### config.mk
export PLATFORM = sky130hd
export DESIGN_NAME = pc_fetch_ctrl
export DESIGN_NICKNAME = d
export VERILOG_FILES = /design/src/rtl/pc_pkg.sv /design/src/rtl/pc_target_calc.sv /design/src/rtl/pc_fetch_ctrl.sv
export SDC_FILE = /design/constraint.sdc
export NUM_CORES = 1
export LEC_CHECK = 0
export CORE_UTILIZATION = 48
export CTS_CLUSTER_DIAMETER = 40
export DETAILED_ROUTE_END_ITERATION = 8
export PLACE_DENSITY_LB_ADDON = 0.25
export SLEW_MARGIN = 20
export SYNTH_ARGS = -nofsm -noshare
export SYNTH_HDL_FRONTEND = slang
export SYNTH_SLANG_ARGS = --single-unit
export TNS_END_PERCENT = 20
### constraint.sdc
create_clock -name clk -period 5.5 [get_ports clk]
set_clock_uncertainty 0.2 [all_clocks]
set_input_delay 0.825 -clock clk [delete_from_list [all_inputs] [get_ports clk]]
set_output_delay 0.825 -clock clk [all_outputs]
set_load 0.02 [all_outputs]
### src/rtl/pc_pkg.sv
// ============================================================================
// Module      : pc_pkg
// Description : Shared types and helpers for the fetch-PC controller.
// Revision    : 1.0 - initial release
// ============================================================================
`default_nettype none

package pc_pkg;

    typedef enum logic [0:0] {
        IDLE = 1'b0,
        REQ  = 1'b1
    } state_e;

    typedef enum logic [1:0] {
        RD_NONE   = 2'd0,
        RD_BRANCH = 2'd1,
        RD_JUMP   = 2'd2,
        RD_TRAP   = 2'd3
    } redirect_e;

    localparam int c_MAX_ALIGN_LSBS = 2;

    // Number of low address bits that must be zero for an IALIGN-aligned target.
    function automatic int align_lsbs(input int ialign);
        return (ialign >= 4) ? c_MAX_ALIGN_LSBS : 1;
    endfunction

endpackage

`default_nettype wire

### src/rtl/pc_target_calc.sv
// ============================================================================
// Module      : pc_target_calc
// Description : Redirect target, priority cause and alignment check.
// Revision    : 1.0 - initial release
// ============================================================================
`default_nettype none

module pc_target_calc
    import pc_pkg::*;
#(
    parameter int XLEN   = 32,
    parameter int IALIGN = 4
) (
    input  logic            branch_en,
    input  logic            take_branch,
    input  logic            jump_en,
    input  logic            jalr,
    input  logic [XLEN-1:0] ex_pc,
    input  logic [XLEN-1:0] rs1,
    input  logic [XLEN-1:0] imm,
    input  logic            trap_en,
    input  logic [XLEN-1:0] trap_vector,
    output logic [XLEN-1:0] target,
    output redirect_e       cause,
    output logic            misaligned
);

    localparam logic [XLEN-1:0] c_ALIGN_MASK = XLEN'((1 << align_lsbs(IALIGN)) - 1);

    logic [XLEN-1:0] w_sum;
    logic [XLEN-1:0] w_jt;

    always_comb begin
        w_sum      = (jalr ? rs1 : ex_pc) + imm;
        w_jt       = jalr ? {w_sum[XLEN-1:1], 1'b0} : w_sum;
        target     = w_jt;
        cause      = RD_NONE;
        misaligned = 1'b0;
        if (trap_en) begin
            target = trap_vector;
            cause  = RD_TRAP;
        end else if (jump_en) begin
            cause      = RD_JUMP;
            misaligned = |(w_jt & c_ALIGN_MASK);
        end else if (branch_en && take_branch) begin
            cause      = RD_BRANCH;
            misaligned = |(w_jt & c_ALIGN_MASK);
        end
    end

endmodule

`default_nettype wire

### src/rtl/pc_fetch_ctrl.sv
// ============================================================================
// Module      : pc_fetch_ctrl
// Description : Fetch PC owner with imem handshake and redirect handling.
// Revision    : 1.0 - initial release
// ============================================================================
`default_nettype none

module pc_fetch_ctrl
    import pc_pkg::*;
#(
    parameter int              XLEN         = 32,
    parameter logic [XLEN-1:0] RESET_VECTOR = '0,
    parameter int              INSTR_BYTES  = 4,
    parameter int              IALIGN       = 4
) (
    input  logic            clk,
    input  logic            reset,
    input  logic            stall,
    input  logic            branch_en,
    input  logic            take_branch,
    input  logic            jump_en,
    input  logic            jalr,
    input  logic [XLEN-1:0] ex_pc,
    input  logic [XLEN-1:0] rs1,
    input  logic [XLEN-1:0] imm,
    input  logic            trap_en,
    input  logic [XLEN-1:0] trap_vector,
    output logic            if_valid,
    output logic [XLEN-1:0] if_addr,
    input  logic            if_ready,
    output logic            id_valid,
    output logic [XLEN-1:0] id_pc,
    output logic [XLEN-1:0] id_pc_plus4,
    output logic            redirect_flush,
    output logic            misalign_exc,
    output logic [XLEN-1:0] misalign_addr
);

    localparam logic [XLEN-1:0] c_STEP = XLEN'(INSTR_BYTES);

    state_e          r_state;
    logic [XLEN-1:0] r_pc;
    logic            r_held;
    logic            r_pend_valid;
    logic [XLEN-1:0] r_pend_addr;

    logic [XLEN-1:0] w_target;
    redirect_e       w_cause;
    logic            w_misaligned;
    logic            w_accept;
    logic            w_redirect;
    logic            w_hold_now;

    pc_target_calc #(
        .XLEN   (XLEN),
        .IALIGN (IALIGN)
    ) u_target_calc (
        .branch_en   (branch_en),
        .take_branch (take_branch),
        .jump_en     (jump_en),
        .jalr        (jalr),
        .ex_pc       (ex_pc),
        .rs1         (rs1),
        .imm         (imm),
        .trap_en     (trap_en),
        .trap_vector (trap_vector),
        .target      (w_target),
        .cause       (w_cause),
        .misaligned  (w_misaligned)
    );

    assign if_valid   = (r_state == REQ) && (!stall || r_held);
    assign if_addr    = r_pc;
    assign w_accept   = if_valid && if_ready;
    assign w_redirect = (w_cause != RD_NONE) && !w_misaligned;
    // An offered-but-unaccepted request must keep its address, so redirects park.
    assign w_hold_now = r_held || (if_valid && !if_ready);

    always_ff @(posedge clk) begin
        if (reset) begin
            r_state        <= IDLE;
            r_pc           <= RESET_VECTOR;
            r_held         <= 1'b0;
            r_pend_valid   <= 1'b0;
            r_pend_addr    <= '0;
            id_valid       <= 1'b0;
            id_pc          <= '0;
            id_pc_plus4    <= '0;
            redirect_flush <= 1'b0;
            misalign_exc   <= 1'b0;
            misalign_addr  <= '0;
        end else begin
            r_state        <= REQ;
            redirect_flush <= w_redirect;
            misalign_exc   <= w_misaligned;
            if (w_misaligned) begin
                misalign_addr <= w_target;
            end

            if (w_accept) begin
                r_held       <= 1'b0;
                r_pend_valid <= 1'b0;
                id_pc        <= r_pc;
                id_pc_plus4  <= r_pc + c_STEP;
                id_valid     <= !(r_pend_valid || w_redirect);
                if (w_redirect) begin
                    r_pc <= w_target;
                end else if (r_pend_valid) begin
                    r_pc <= r_pend_addr;
                end else begin
                    r_pc <= r_pc + c_STEP;
                end
            end else begin
                id_valid <= 1'b0;
                if (if_valid) begin
                    r_held <= 1'b1;
                end
                if (w_redirect) begin
                    if (w_hold_now) begin
                        r_pend_valid <= 1'b1;
                        r_pend_addr  <= w_target;
                    end else begin
                        r_pc <= w_target;
                    end
                end
            end
        end
    end

endmodule

`default_nettype wire
==> reports/qor.tcl <==
set qor(rsz0062_at_grt) {no}
set qor(internal_power_uw) 2500
set qor(finalNetCount) 1568
set qor(switchingPower_uw) 1220
set qor(synth_top_family_by_area) {compound AO/OA/AOI/OAI gates}
set qor(layout.cells.most_common_list) {sky130_fd_sc_hd__clkdlybuf4s50_1, sky130_fd_sc_hd__dfxtp_1, sky130_fd_sc_hd__nand2_1}
set qor(yosys.area_share.xor_xnor_pct) 5.02
set qor(grt_first_pass_wirelength_um) 45500
set qor(layout_commonest_cell) {sky130_fd_sc_hd__clkdlybuf4s50_1}
set qor(wire_per_inst_um) 17.0
set qor(syn_area_um2) 9080
set qor(timing.critical_path.slowest_stage_cell) {sky130_fd_sc_hd__clkdlybuf4s50_1}
set qor(synth_adder_area_share_pct) 4.63
set qor(worst_skew_pair.late_latency_ns) 0.42
set qor(number_of_flops_mapped_to_enable_cells_by_yosys) 0
set qor(floorplan.rows) 49
set qor(antenna_found_initial) 1
set qor(yosysTopAreaCell) {sky130_fd_sc_hd__dfxtp_1}
set qor(die_width_um) 140
set qor(path_class) {input pin to flop}
set qor(detail_route.iter0.violations) 630
set qor(synth_fp_nets) 1348
set qor(worst_path_largest_cell_delay_ns) 0.51
set qor(fmaxAchievable_mhz) 227
set qor(floorplan.io_pins) 269
set qor(cap_violations) 0
set qor(share_of_cells_above_drive_strength_1_pct) 6.95
set qor(synth_top_cells_by_area) {sky130_fd_sc_hd__dfxtp_1, sky130_fd_sc_hd__a21oi_1, sky130_fd_sc_hd__nand2_1}
set qor(synth_area_per_cell_um2) 7.71
set qor(synth_sequential_area_ratio_pct) 36.2
set qor(detailroute.via_count) 9235
set qor(power.share.combinational_pct) 28.9
set qor(vdd.ir_drop.worst_uv) 213
set qor(critical_path_required_ns) 5.64
set qor(seq_power_share_pct) 37.5
set qor(grt_start_max_net_pins) 83
set qor(switching_share_pct) 32.9
set qor(post-layout-total-power_uw) 3720
set qor(final.period_utilization_pct) 80.2
set qor(first_pass_iters) 5
set qor(post-route-util_pct) 68.3
set qor(dp.final_hpwl_um) 20600
set qor(worstPathMaxFanout) 15
set qor(clock_tree_from_tritoncts) {built}
set qor(die_y_um) 140
set qor(drcViolationCount) 0
set qor(maxSlewViolCount) 0
set qor(cts_inserted_buffers) 17
set qor(synth_cell_types) 67
set qor(share_of_total_power_in_the_clock_network_pct) 33.6
set qor(routabilityCongestion) 0.878
set qor(cts_post_setup_buffers_inserted) 0
set qor(cts_hold_buf) 0
set qor(synth.top_cell.area_share_pct) 36.2
set qor(numPlacedInstances) 1608
set qor(timing.hold.worst.class) {flop to flop}
set qor(post_drt_via_cell_ratio) 5.63
set qor(power.leakage_uw) 0.00467
set qor(floorplan.initialDensity_pct) 49.7
set qor(synthesis.instances) 1178
set qor(die_area_um2) 19500
set qor(timing.slew.headroom_pct) 24.2
set qor(grt_pass1_vias) 8597
set qor(layout.cells.non_filler) 1641
set qor(post-route-min-period_ns) 4.41
set qor(grt_util_overall_pct) 29.0
set qor(area_growth_syn_to_layout_pct) 37.5
set qor(muxShareOfSynthArea_pct) 5.73
set qor(setup_viol_count_final) 0
set qor(crit_path_end_kind) {flop}
set qor(dominantRegCellSynth) {sky130_fd_sc_hd__dfxtp_1}
set qor(ant_nets) 0
set qor(grt_overflow) 0
set qor(cts_resized) 0
set qor(cts.htree.levels) 4
set qor(clk_transition_reported_paths_ns) 0.07
set qor(finalHoldViolations) 0
set qor(core_um2) 18300
set qor(setup-tns-final_ns) 0
set qor(synth_async_sr_flop_share_pct) 0
set qor(post_synth_and_or_nand_nor_area_fraction_pct) 20.7
set qor(status) {finished clean}
set qor(critical_path_arrival_ns) 4.55
set qor(slew_at_the_pin_closest_to_its_max_slew_limit_ns) 1.14
set qor(crit_path_cell_trace) {clkdlybuf4s50_1, buf_4, mux2_2, ha_1, inv_1, fa_1, nand2b_1, a21o_1, a2111o_1, a21oi_2, o311ai_1, a41oi_1, xor2_1, nand2_1, a211oi_1}
set qor(power_density_nw_per_um2) 298
set qor(worst_setup_sp_type) {input pin}
set qor(postRouteWirelength_um) 28000
set qor(cts_num_sinks) 164
set qor(ys_seq_elements) 164
set qor(clock_tree.root_cell) {sky130_fd_sc_hd__clkbuf_16}
set qor(max-clock-path-buffers) 2
set qor(port-buffer-count) 268
set qor(synthesis.yosys.warnings) 0
set qor(synth_compound_gate_area_share_pct) 23.4
[cell usage after synthesis (all sizes together), types with 6 or more instances]
cell type	instances
dfxtp	164
mux2i	16
clkbuf	72
nand2b	14
nor2	154
a221oi	7
nand4	10
o21ai	78
nor3	35
xor2	28
a21oi	129
nand3	30
mux2	32
buf	9
o211ai	9
and3	10
inv	23
o22ai	6
a21o	11
xnor2	24
nand2	160
a211oi	52
ha	32
a31oi	8
[power by group through the flow]
stage / combinational, µW / sequential (µW) / clock [µW]
after floorplan: 564 / 1480 / 0
after global placement: 1050 / 1420 / 0
after detailed placement: 1060 / 1420 / 0
after CTS: 1070 / 1400 / 1260
after global routing: 1180 / 1410 / 1310
final: 1080 / 1400 / 1250
[logic make-up (layout without fill, tap and decap cells)]
kind of cell,Yosys count,after routing
and+or+nand+nor,436,436
AOI/OAI and AO/OA,341,341
DFF,164,164
buffers and inverters,104,337
xor gates and xnor gates,52,52
muxes,48,48
adders and majority gates,33,33
other,0,1
[metal layers]
| metal | routed length [µm] | up-vias | global-route usage, % |
|---|---|---|---|
| met4 | 340 | 0 | 5.96 |
| met1 | 12600 | 4193 | 40.0 |
| li1 | - | 4607 | - |
| met3 | 2530 | 26 | 7.23 |
| met2 | 12500 | 409 | 45.9 |
| met5 | 0 | - | 0 |
[flip-flops by register name, indices dropped and copies added, names as in the netlist]
| signal | cells |
|---|---|
| redirect_flush | 1 |
| id_pc | 32 |
| id_pc_plus4 | 30 |
| r_pend_addr | 32 |
| r_state | 1 |
| r_held | 1 |
| r_pend_valid | 1 |
| id_valid | 1 |
| misalign_addr | 32 |
| if_addr | 32 |
| misalign_exc | 1 |
[path summary, 6_finish.rpt]
| check | from | endpoint | depth (start not counted) | slack (ns) |
|---|---|---|---|---|
| max | jalr | if_addr[28]$_SDFFE_PP0P_ | 15 | 1.09 |
| min reg2reg | id_pc[10]$_SDFFE_PP0P_ | id_pc[10]$_SDFFE_PP0P_ | 2 | 0.25 |
| min | id_pc[10]$_SDFFE_PP0P_ | id_pc[10]$_SDFFE_PP0P_ | 2 | 0.25 |
| max reg2reg | if_addr[2]$_SDFFE_PP0P_ | if_addr[28]$_SDFFE_PP0P_ | 9 | 2.39 |
[through the flow]
step                cell area, µm²  worst slack (ns)  hold slack, ns
global route                 12500             0.870           0.275
global placement             11900             0.732           0.241
CTS                          12500              1.09           0.256
floorplan                     9080             0.979           0.236
finish                       12500              1.09           0.254
detailed placement           11900             0.679           0.247
[worst max-delay path: cells and delay by family]
family	cells	cell delay, ns
compound gates	6	1.64
simple gates	2	0.26
xor+xnor	1	0.28
fa+ha+maj	2	0.55
buf+inv	3	0.81
mux	1	0.18
[cell type report]
type                    instances  area [µm²]
clock buffers                  17         425
inverters                      23        86.3
multi-input cells             910        5410
repair buffers                282        2790
flip-flops and latches        164        3280
fillers                      1569        5790
diodes                          1        2.50
well taps                     229         287
clock inverters                15         193
Power figures use the tool's default switching activity.
